File: config.mk
export PLATFORM = sky130hd
export DESIGN_NAME = cpu_control_sequencer
export DESIGN_NICKNAME = d
export VERILOG_FILES = /design/src/rtl/cpu_pkg.sv /design/src/rtl/cpu_microcode_rom.sv /design/src/rtl/cpu_control_sequencer.sv
export SDC_FILE = /design/constraint.sdc
export NUM_CORES = 1
export LEC_CHECK = 0
export CORE_UTILIZATION = 24
export CTS_BUF_LIST = sky130_fd_sc_hd__clkbuf_4 sky130_fd_sc_hd__clkbuf_8
export DETAILED_ROUTE_END_ITERATION = 8
export SLEW_MARGIN = 30
export SYNTH_ARGS = -nofsm -noshare
export SYNTH_HDL_FRONTEND = slang
export SYNTH_SLANG_ARGS = --single-unit
File: constraint.sdc
create_clock -name clk -period 4.2 [get_ports clk]
set_clock_uncertainty 0.1 [all_clocks]
set_input_delay 1.05 -clock clk [delete_from_list [all_inputs] [get_ports clk]]
set_output_delay 1.05 -clock clk [all_outputs]
set_load 0.05 [all_outputs]
File: src/rtl/cpu_pkg.sv
`default_nettype none
// ============================================================================
// Module      : cpu_pkg
// Description : Shared definitions for the 8-bit accumulator CPU: opcode
//               values, micro-step encoding and the control strobe bundle.
// Revision    : 1.0 - initial release
// ============================================================================
package cpu_pkg;

    // Opcodes (IR high nibble)
    localparam logic [3:0] OP_NOP = 4'h0;
    localparam logic [3:0] OP_LDA = 4'h1;
    localparam logic [3:0] OP_ADD = 4'h2;
    localparam logic [3:0] OP_SUB = 4'h3;
    localparam logic [3:0] OP_STA = 4'h4;
    localparam logic [3:0] OP_LDI = 4'h5;
    localparam logic [3:0] OP_JMP = 4'h6;
    localparam logic [3:0] OP_JC  = 4'h7;
    localparam logic [3:0] OP_JZ  = 4'h8;
    localparam logic [3:0] OP_OUT = 4'hE;
    localparam logic [3:0] OP_HLT = 4'hF;

    // Micro-step encoding
    localparam logic [2:0] T0 = 3'd0;
    localparam logic [2:0] T1 = 3'd1;
    localparam logic [2:0] T2 = 3'd2;
    localparam logic [2:0] T3 = 3'd3;
    localparam logic [2:0] T4 = 3'd4;

    // Per-cycle control word. 'halt' and 'last' steer the sequencer itself:
    // 'halt' latches the halted state, 'last' ends the instruction.
    typedef struct packed {
        logic pc_out;
        logic pc_inc;
        logic pc_load;
        logic mar_load;
        logic ir_load;
        logic ir_out;
        logic mem_rd;
        logic mem_wr;
        logic a_load;
        logic a_out;
        logic b_load;
        logic alu_out;
        logic alu_sub;
        logic flags_load;
        logic out_load;
        logic halt;
        logic last;
    } ctrl_t;

endpackage
`default_nettype wire

File: src/rtl/cpu_microcode_rom.sv
`default_nettype none
// ============================================================================
// Module      : cpu_microcode_rom
// Description : Combinational microcode: (step, opcode, flags) -> ctrl_t.
// Revision    : 1.0 - initial release
// ============================================================================
module cpu_microcode_rom
    import cpu_pkg::*;
#(
    parameter int OP_W = 4
) (
    input  logic [2:0]      step,
    input  logic [OP_W-1:0] opcode,
    input  logic            carry_flag,
    input  logic            zero_flag,
    output ctrl_t           ctrl
);

    // Decode the current micro-step; unused step/opcode slots end the instruction
    always_comb begin
        ctrl = '0;
        case (step)
            T0: begin
                ctrl.pc_out   = 1'b1;
                ctrl.mar_load = 1'b1;
            end
            T1: begin
                ctrl.mem_rd  = 1'b1;
                ctrl.ir_load = 1'b1;
                ctrl.pc_inc  = 1'b1;
            end
            T2: begin
                case (opcode)
                    OP_LDA, OP_ADD, OP_SUB, OP_STA: begin
                        ctrl.ir_out   = 1'b1;
                        ctrl.mar_load = 1'b1;
                    end
                    OP_LDI: begin
                        ctrl.ir_out = 1'b1;
                        ctrl.a_load = 1'b1;
                        ctrl.last   = 1'b1;
                    end
                    OP_JMP: begin
                        ctrl.ir_out  = 1'b1;
                        ctrl.pc_load = 1'b1;
                        ctrl.last    = 1'b1;
                    end
                    OP_JC: begin
                        ctrl.ir_out  = 1'b1;
                        ctrl.pc_load = carry_flag;
                        ctrl.last    = 1'b1;
                    end
                    OP_JZ: begin
                        ctrl.ir_out  = 1'b1;
                        ctrl.pc_load = zero_flag;
                        ctrl.last    = 1'b1;
                    end
                    OP_OUT: begin
                        ctrl.a_out    = 1'b1;
                        ctrl.out_load = 1'b1;
                        ctrl.last     = 1'b1;
                    end
                    OP_HLT: begin
                        ctrl.halt = 1'b1;
                        ctrl.last = 1'b1;
                    end
                    default: ctrl.last = 1'b1;
                endcase
            end
            T3: begin
                case (opcode)
                    OP_LDA: begin
                        ctrl.mem_rd = 1'b1;
                        ctrl.a_load = 1'b1;
                        ctrl.last   = 1'b1;
                    end
                    OP_ADD, OP_SUB: begin
                        ctrl.mem_rd = 1'b1;
                        ctrl.b_load = 1'b1;
                    end
                    OP_STA: begin
                        ctrl.a_out  = 1'b1;
                        ctrl.mem_wr = 1'b1;
                        ctrl.last   = 1'b1;
                    end
                    default: ctrl.last = 1'b1;
                endcase
            end
            T4: begin
                if (opcode == OP_ADD || opcode == OP_SUB) begin
                    ctrl.alu_out    = 1'b1;
                    ctrl.a_load     = 1'b1;
                    ctrl.flags_load = 1'b1;
                    ctrl.alu_sub    = (opcode == OP_SUB);
                end
                ctrl.last = 1'b1;
            end
            default: ctrl.last = 1'b1;
        endcase
    end

endmodule
`default_nettype wire

File: src/rtl/cpu_control_sequencer.sv
`default_nettype none
// ============================================================================
// Module      : cpu_control_sequencer
// Description : Fetch/decode/execute micro-step sequencer with memory-ready
//               stall, halt latch and step-enable gating around the ROM.
// Revision    : 1.0 - initial release
// ============================================================================
module cpu_control_sequencer
    import cpu_pkg::*;
#(
    parameter int ADDR_W = 4,
    parameter int OP_W   = 4
) (
    input  logic            clk,
    input  logic            rst,
    input  logic            ena,
    input  logic [OP_W-1:0] opcode,
    input  logic            carry_flag,
    input  logic            zero_flag,
    input  logic            mem_ready,
    output logic            pc_out,
    output logic            pc_inc,
    output logic            pc_load,
    output logic            mar_load,
    output logic            ir_load,
    output logic            ir_out,
    output logic            mem_rd,
    output logic            mem_wr,
    output logic            a_load,
    output logic            a_out,
    output logic            b_load,
    output logic            alu_out,
    output logic            alu_sub,
    output logic            flags_load,
    output logic            out_load,
    output logic [2:0]      step,
    output logic            halted
);

    // The operand nibble never passes through the sequencer; a zero-width
    // operand field is not a usable configuration and elaborates nothing.
    if (ADDR_W < 1) begin : g_addr_w_unused
    end

    logic [2:0] r_step;
    logic [2:0] w_step_nxt;
    logic       r_halted;
    logic       w_halted_nxt;
    ctrl_t      w_rom;
    logic       w_stall;
    logic       w_active;
    logic       w_load_ok;

    cpu_microcode_rom #(
        .OP_W(OP_W)
    ) u_rom (
        .step       (r_step),
        .opcode     (opcode),
        .carry_flag (carry_flag),
        .zero_flag  (zero_flag),
        .ctrl       (w_rom)
    );

    // Memory steps wait for the handshake; strobes only flow when running
    assign w_stall   = (w_rom.mem_rd | w_rom.mem_wr) & ~mem_ready;
    assign w_active  = ~rst & ~r_halted & ena;
    assign w_load_ok = w_active & ~w_stall;

    assign pc_out     = w_active  & w_rom.pc_out;
    assign pc_inc     = w_load_ok & w_rom.pc_inc;
    assign pc_load    = w_active  & w_rom.pc_load;
    assign mar_load   = w_active  & w_rom.mar_load;
    assign ir_load    = w_load_ok & w_rom.ir_load;
    assign ir_out     = w_active  & w_rom.ir_out;
    assign mem_rd     = w_active  & w_rom.mem_rd;
    assign mem_wr     = w_active  & w_rom.mem_wr;
    assign a_load     = w_load_ok & w_rom.a_load;
    assign a_out      = w_active  & w_rom.a_out;
    assign b_load     = w_load_ok & w_rom.b_load;
    assign alu_out    = w_active  & w_rom.alu_out;
    assign alu_sub    = w_active  & w_rom.alu_sub;
    assign flags_load = w_active  & w_rom.flags_load;
    assign out_load   = w_active  & w_rom.out_load;

    assign step   = r_step;
    assign halted = r_halted;

    // Next step: reset > halted > enable/stall, then halt, wrap or advance
    always_comb begin
        w_step_nxt   = r_step;
        w_halted_nxt = r_halted;
        if (rst) begin
            w_step_nxt   = T0;
            w_halted_nxt = 1'b0;
        end else if (r_halted) begin
            w_step_nxt = T0;
        end else if (ena && !w_stall) begin
            if (w_rom.halt) begin
                w_step_nxt   = T0;
                w_halted_nxt = 1'b1;
            end else if (w_rom.last) begin
                w_step_nxt = T0;
            end else begin
                w_step_nxt = r_step + 3'd1;
            end
        end
    end

    // Step and halt state registers
    always_ff @(posedge clk) begin
        r_step   <= w_step_nxt;
        r_halted <= w_halted_nxt;
    end

endmodule
`default_nettype wire

==> flow_summary.yaml, run 1 <==
sta:
  setup_viol: 0
  hold_viol: 0
  rsz0062_at_grt: "false"
  final.min_clock_period_ns: 4.10
  relSlewSlack_pct: 67.1
  worst_slew_pin_slew_ns: 0.492
  max_freq_ghz: 0.244
  slew_violations: 0
  min_period_over_period_pct: 97.6
  finalSetupTns_ns: 0
critical_path:
  cp-end-kind: "output pin"
  cp_slowest_stage_delay_ns: 0.55
  start_kind: "input pin"
  worst_path_max_delay_cell: "clkdlybuf4s50_1"
  critPathCapture: "pc_inc"
  reg2reg_from: "step[1]"
  path_class: "in2out"
  r2r_setup_slack_ns: 2.25
  critPathMaxFanout: 7
  r2r_end: "step[1]"
  crit_path_cell_trace: "clkdlybuf4s50_1 -> or3_4 -> a41oi_2 -> o21ai_4 -> nor4b_4 -> buf_12"
  crit_cells: 6
  rr_worst_depth: 6
  arrival_ns: 2.95
  crit_buf_inv: 2
  crit_start: "opcode[0]"
  crit_required_ns: 3.05
  crit_family: "simple AND/OR/NAND/NOR gates"
synth:
  yosysWarnings: 0
  synth_commonest_cells: "7 x inv_1, 6 x nand2_1, 6 x nand3_1, 6 x nor2_1"
  yosys-top-cells-area: "dfxtp_1 13%, ha_1 10%, mux2i_1 5.0%, nand3_1 5.0%, inv_1 4.3%"
  yosysMostFrequentCell: "inv_1"
  synthCells: 78
  postSynthAreaPerCell_sq_um: 7.75
  ys_ff_latch: 4
  synth_seq_area_share_pct: 13.3
  async_flop_share_pct: 0
  post-synth-top-area-fraction_pct: 13.3
  synth_edf_count: 0
  synth_top_flop_cell: "dfxtp_1"
  yosysUniqueCellTypes: 34
  synth_top_area_cell: "dfxtp_1"
  synth_fp_nets: 93
  synth_area_sq_um: 604
clocking:
  cts_num_sinks: 4
  cts_tree: "done"
  cts_hold_buf: 0
  cts_resized: 0
  cts-root-buf: "clkbuf_4"
  clkLatencyLatePin_ns: 0.23
  post_cts_buffers: 0
  htreeDepth: 1
  cts_buffers: 3
  clkTransAtPathRegs_ns: 0.03
  clockBufferDepth: 2
drt:
  ant_nets: 0
  drt_first_iter_violations: 10
  wl_microns: 1850
  drt-wirelength-per-cell_microns: 13.5
  vias_per_cell: 5.07
  dr.pass1.iters: 4
  drc: 0
  vias: 694
cells_and_area:
  nFillCells: 221
  final_nets: 126
  final_util_pct: 49.3
  drive_gt1_share_pct: 32.1
  regArea_sq_um: 80.1
  instances_no_fill: 137
  syn2layout_area_growth_pct: 87.4
  antenna_cells: 0
  multi_input_area_sq_um: 493
global_routing:
  gr-usage-met2_pct: 25.4
  grt_pass1_wl_microns: 3040
  grt_usage_pct: 15.3
  grt_use_met3_pct: 3.19
  antenna_found_initial: 0
  grt_pass1_vias: 674
  grt_overflow: 0
  grt_max_degree: 10
  top_usage_layer: "met2"
  grt_use_met1_pct: 18.9
job:
  cap_viol_max_count: 0
die:
  ioPinCount: 29
  start_util_pct: 26.3
  die_y_microns: 52.2
  dieArea_sq_mm: 0.00272
  die_w_microns: 52.2
  rows: 17
  fp.coreArea_sq_mm: 0.00230
status:
  status: "completed"
power_and_ir_drop:
  leakage_uw: 0.000407
  cellPowerDensity_mw_per_mm2: 184
  total_power_uw: 208
  ir_drop_v: 0.000150
placed_design:
  hpwlAfterDp_microns: 1530
  portBuffers: 28
  gp_congestion: 0.898
  dp.cells: 134
min_path:
  hp-class: "reg2reg"
-- per-layer routing --
metal / wire, microns / share of wire [%]
met1: 829 / 45
met2: 893 / 48
met3: 115 / 6.2
met4: 12 / 0.65
met5: 0 / 0
-- worst min path at each step --
stage	startpoint	end	slack, ns	cells after the start
detailed placement	step[0]	step[0]	0.42	2
floorplan	step[0]	step[0]	0.61	2
finish	step[0]	step[0]	0.41	2
global placement	step[0]	step[0]	0.41	2
global route	step[0]	step[0]	0.44	2
CTS	step[0]	step[0]	0.43	2
-- flip-flops by register name (all words and copies together) (netlist names) --
signal	count
step	3
halted	1
-- power breakdown --
group / switching (uW) / internal [uW] / leakage (uW)
sequential: 4.99 / 41.4 / 0.0000326
combinational: 65.2 / 50.7 / 0.000361
clock: 13.7 / 31.8 / 0.0000138
total: 83.9 / 124 / 0.000407
-- per-stage QoR --
step | hold slack [ns] | setup slack (ns) | area [sq um]
after floorplan | 0.610 | 0.122 | 628
after global placement | 0.410 | 0.128 | 1100
after detailed placement | 0.421 | 0.0845 | 1100
after CTS | 0.425 | 0.0780 | 1120
after global routing | 0.441 | 0.00600 | 1130
final | 0.413 | 0.102 | 1130
-- worst register-to-register path, stage by stage (launching register included) --
cell,delay (ns)
dfxtp_1,0.44
ha_1,0.21
ha_1,0.30
a41oi_2,0.18
o21ai_4,0.26
buf_4,0.20
mux2i_1,0.18
-- cell families (layout without fill, tap and decap cells) --
logic type	count (synthesis)	in the layout	share of synthesized area, %
mux	3	3	4.97
flops	4	4	13.3
fa+ha+maj	5	5	10.4
buf+inv	13	44	11.2
simple gates	40	40	39.1
xor+xnor	1	1	1.45
compound gates	12	12	19.7
-- cells in the final DEF (no fill, tap or decap), types with 2 or more instances in the layout --
| cell type | synthesis | routed |
|---|---|---|
| mux2i_1 | 3 | 3 |
| nor3_1 | 5 | 3 |
| clkdlybuf4s50_1 | 0 | 13 |
| nor2b_1 | 3 | 3 |
| a21oi_1 | 3 | 3 |
| ha_1 | 5 | 5 |
| nor3_2 | 0 | 2 |
| clkbuf_4 | 0 | 3 |
| nor2_1 | 6 | 6 |
| buf_4 | 3 | 6 |
| nand4_1 | 4 | 4 |
| buf_12 | 0 | 15 |
| inv_1 | 7 | 7 |
| nand3_1 | 6 | 6 |
| nand2_1 | 6 | 6 |
| dfxtp_1 | 4 | 4 |
-- area by class of cell --
class / instances / area share (%)
Inverter: 7 / 2.32
Timing Repair Buffer: 34 / 42.0
Multi-Input combinational cell: 61 / 43.5
Tap cell: 28 / 3.09
Sequential cell: 4 / 7.07
Clock buffer: 3 / 1.99
No activity file was read; power rests on OpenSTA's default activity.
==> run 2, diff against run 1 <==
Settings changed: GPL_TIMING_DRIVEN set to 1.
==> results of run 2 <==
The final DEF is identical to that of run 1; final timing and power are the same.
==> run 3, diff against run 2 <==
--- a/config.mk
+++ b/config.mk
@@ -10,5 +10,5 @@
 export DETAILED_ROUTE_END_ITERATION = 8
 export GPL_TIMING_DRIVEN = 1
-export SLEW_MARGIN = 30
+export SLEW_MARGIN = 20
 export SYNTH_ARGS = -nofsm -noshare
 export SYNTH_HDL_FRONTEND = slang
==> constraint.sdc (replaced) <==
create_clock -name clk -period 4.2 [get_ports clk]
set_clock_uncertainty 0.1 [all_clocks]
set_input_delay 1.05 -clock clk [delete_from_list [all_inputs] [get_ports clk]]
set_output_delay 1.05 -clock clk [all_outputs]
set_load 0.005 [all_outputs]
==> run 3 against run 2 <==
  * Critical path depth did not move
  * Total power fell by 15%
  * Setup slack got worse by 0.027 ns
  * Sequential power barely moved
  * Via count rose by 6.1%
  * Wire length rose by 1.9%
  * Sequential share of layout area rose by 0.70 points
  * Final area fell by 9.0%
  * Fmax fell by 0.67%
  * Sequential cell count did not move
  * Critical endpoint is now alu_sub
==> flow_summary.yaml, run 3 (same netlist as run 1, synthesis figures left out) <==
drt:
  drt_first_iter_violations: 5
  dr.pass1.iters: 4
  drc: 0
  ant_nets: 0
  vias: 736
  drt-wirelength-per-cell_microns: 12.8
  wl_microns: 1890
  vias_per_cell: 4.97
die:
  fp.coreArea_sq_mm: 0.00230
  dieArea_sq_mm: 0.00272
  ioPinCount: 29
  die_w_microns: 52.2
  start_util_pct: 26.3
  die_y_microns: 52.2
  rows: 17
sta:
  rsz0062_at_grt: "false"
  min_period_over_period_pct: 98.2
  hold_slack_ns: 0.427
  layout_setup_ws_ns: 0.0743
  final.min_clock_period_ns: 4.13
  hold_viol: 0
  max_freq_ghz: 0.242
  worst_slew_pin_slew_ns: 0.320
  setup_viol: 0
  relSlewSlack_pct: 78.5
  slew_violations: 0
status:
  status: "completed"
cells_and_area:
  final_cell_mix: "23 x clkdlybuf4s50_1, 17 x buf_4, 7 x inv_1"
  final_util_pct: 44.9
  layout_commonest_cell: "clkdlybuf4s50_1"
  nFillCells: 258
  syn2layout_area_growth_pct: 70.6
  final_nets: 137
  finalInstanceArea_sq_mm: 0.00103
  antenna_cells: 0
  drive_gt1_share_pct: 24.2
  largest_register_ffs: 3
clocking:
  cts_tree: "done"
  post_cts_buffers: 0
  clkTransAtPathRegs_ns: 0.03
  cts_buffers: 3
  clockBufferDepth: 2
  cts_hold_buf: 0
  cts_num_sinks: 4
  cts-root-buf: "clkbuf_4"
  htreeDepth: 1
  clkLatencyLatePin_ns: 0.23
global_routing:
  grt_max_degree: 9
  grt_pass1_vias: 708
  grt_pass1_wl_microns: 2980
  grt_overflow: 0
  grt_usage_pct: 15.1
  antenna_found_initial: 0
critical_path:
  critPathMaxFanout: 6
  r2r_end: "step[1]"
  reg2reg_from: "step[1]"
  r2r_setup_slack_ns: 2.34
  rr_worst_depth: 6
  crit_required_ns: 3.05
  path_class: "in2out"
  arrival_ns: 2.98
  cp-end-kind: "output pin"
  start_kind: "input pin"
min_path:
  hp-class: "reg2reg"
  holdPathStages: 2
  whs_endpoint: "step[0]"
  min_from: "step[0]"
power_and_ir_drop:
  cellPowerDensity_mw_per_mm2: 171
  ir_drop_v: 0.000134
  total_power_uw: 177
  leakage_uw: 0.000416
placed_design:
  preCtsSetupSlack_ns: -0.0683
  portBuffers: 28
  placed_area_sq_mm: 0.00101
  hpwlAfterDp_microns: 1540
  gp_congestion: 0.848
job:
  cap_viol_max_count: 0
[run 3: critical path, stage by stage]
cell	delay, ns
clkdlybuf4s50_1	0.49
buf_4	0.15
or3b_1	0.39
nor3_2	0.25
and2_1	0.16
clkdlybuf4s50_1	0.49
[run 3: how the worst max path moves through the flow]
stage,from,to,slack (ns)
finish,opcode[1],alu_sub,0.07
global route,opcode[1],alu_sub,0.05
CTS,opcode[0],b_load,0.04
detailed placement,opcode[2],alu_sub,-0.07
global placement,opcode[2],ir_load,-0.04
floorplan,opcode[0],pc_inc,0.66
[run 3: through the flow]
step                      std cells  TNS [ns]
final                           148         0
after global routing            148         0
after CTS                       148         0
after detailed placement        145    -0.182
after global placement          145    -0.135
after floorplan                  78         0
[run 3: final cells by class]
type	instances	area, sq um	area share [%]
inverters	7	26.3	2.55
clock buffers	3	22.5	2.18
well taps	28	35.0	3.40
repair buffers	45	405	39.3
multi-input cells	61	462	44.8
flip-flops and latches	4	80.1	7.77
[run 3: repair_timing]
item / 4_1_cts / 5_1_grt
endpoints found under the hold margin: 0 / 0
resized for setup: 5 / 1
endpoints found under the setup margin: 4 / 1
cloned: 0 / 0
[run 3: where the power goes]
| part | switching [uW] | internal, uW |
|---|---|---|
| Combinational | 38.7 | 46.3 |
| Clock | 13.6 | 31.8 |
| Sequential | 4.87 | 41.4 |
[run 3: per-layer routing]
| metal | routed length [microns] | track usage, % |
|---|---|---|
| met3 | 88 | 2.32 |
| met2 | 916 | 26.5 |
| met5 | 0 | 0 |
| met4 | 14 | 7.89 |
| met1 | 868 | 17.3 |
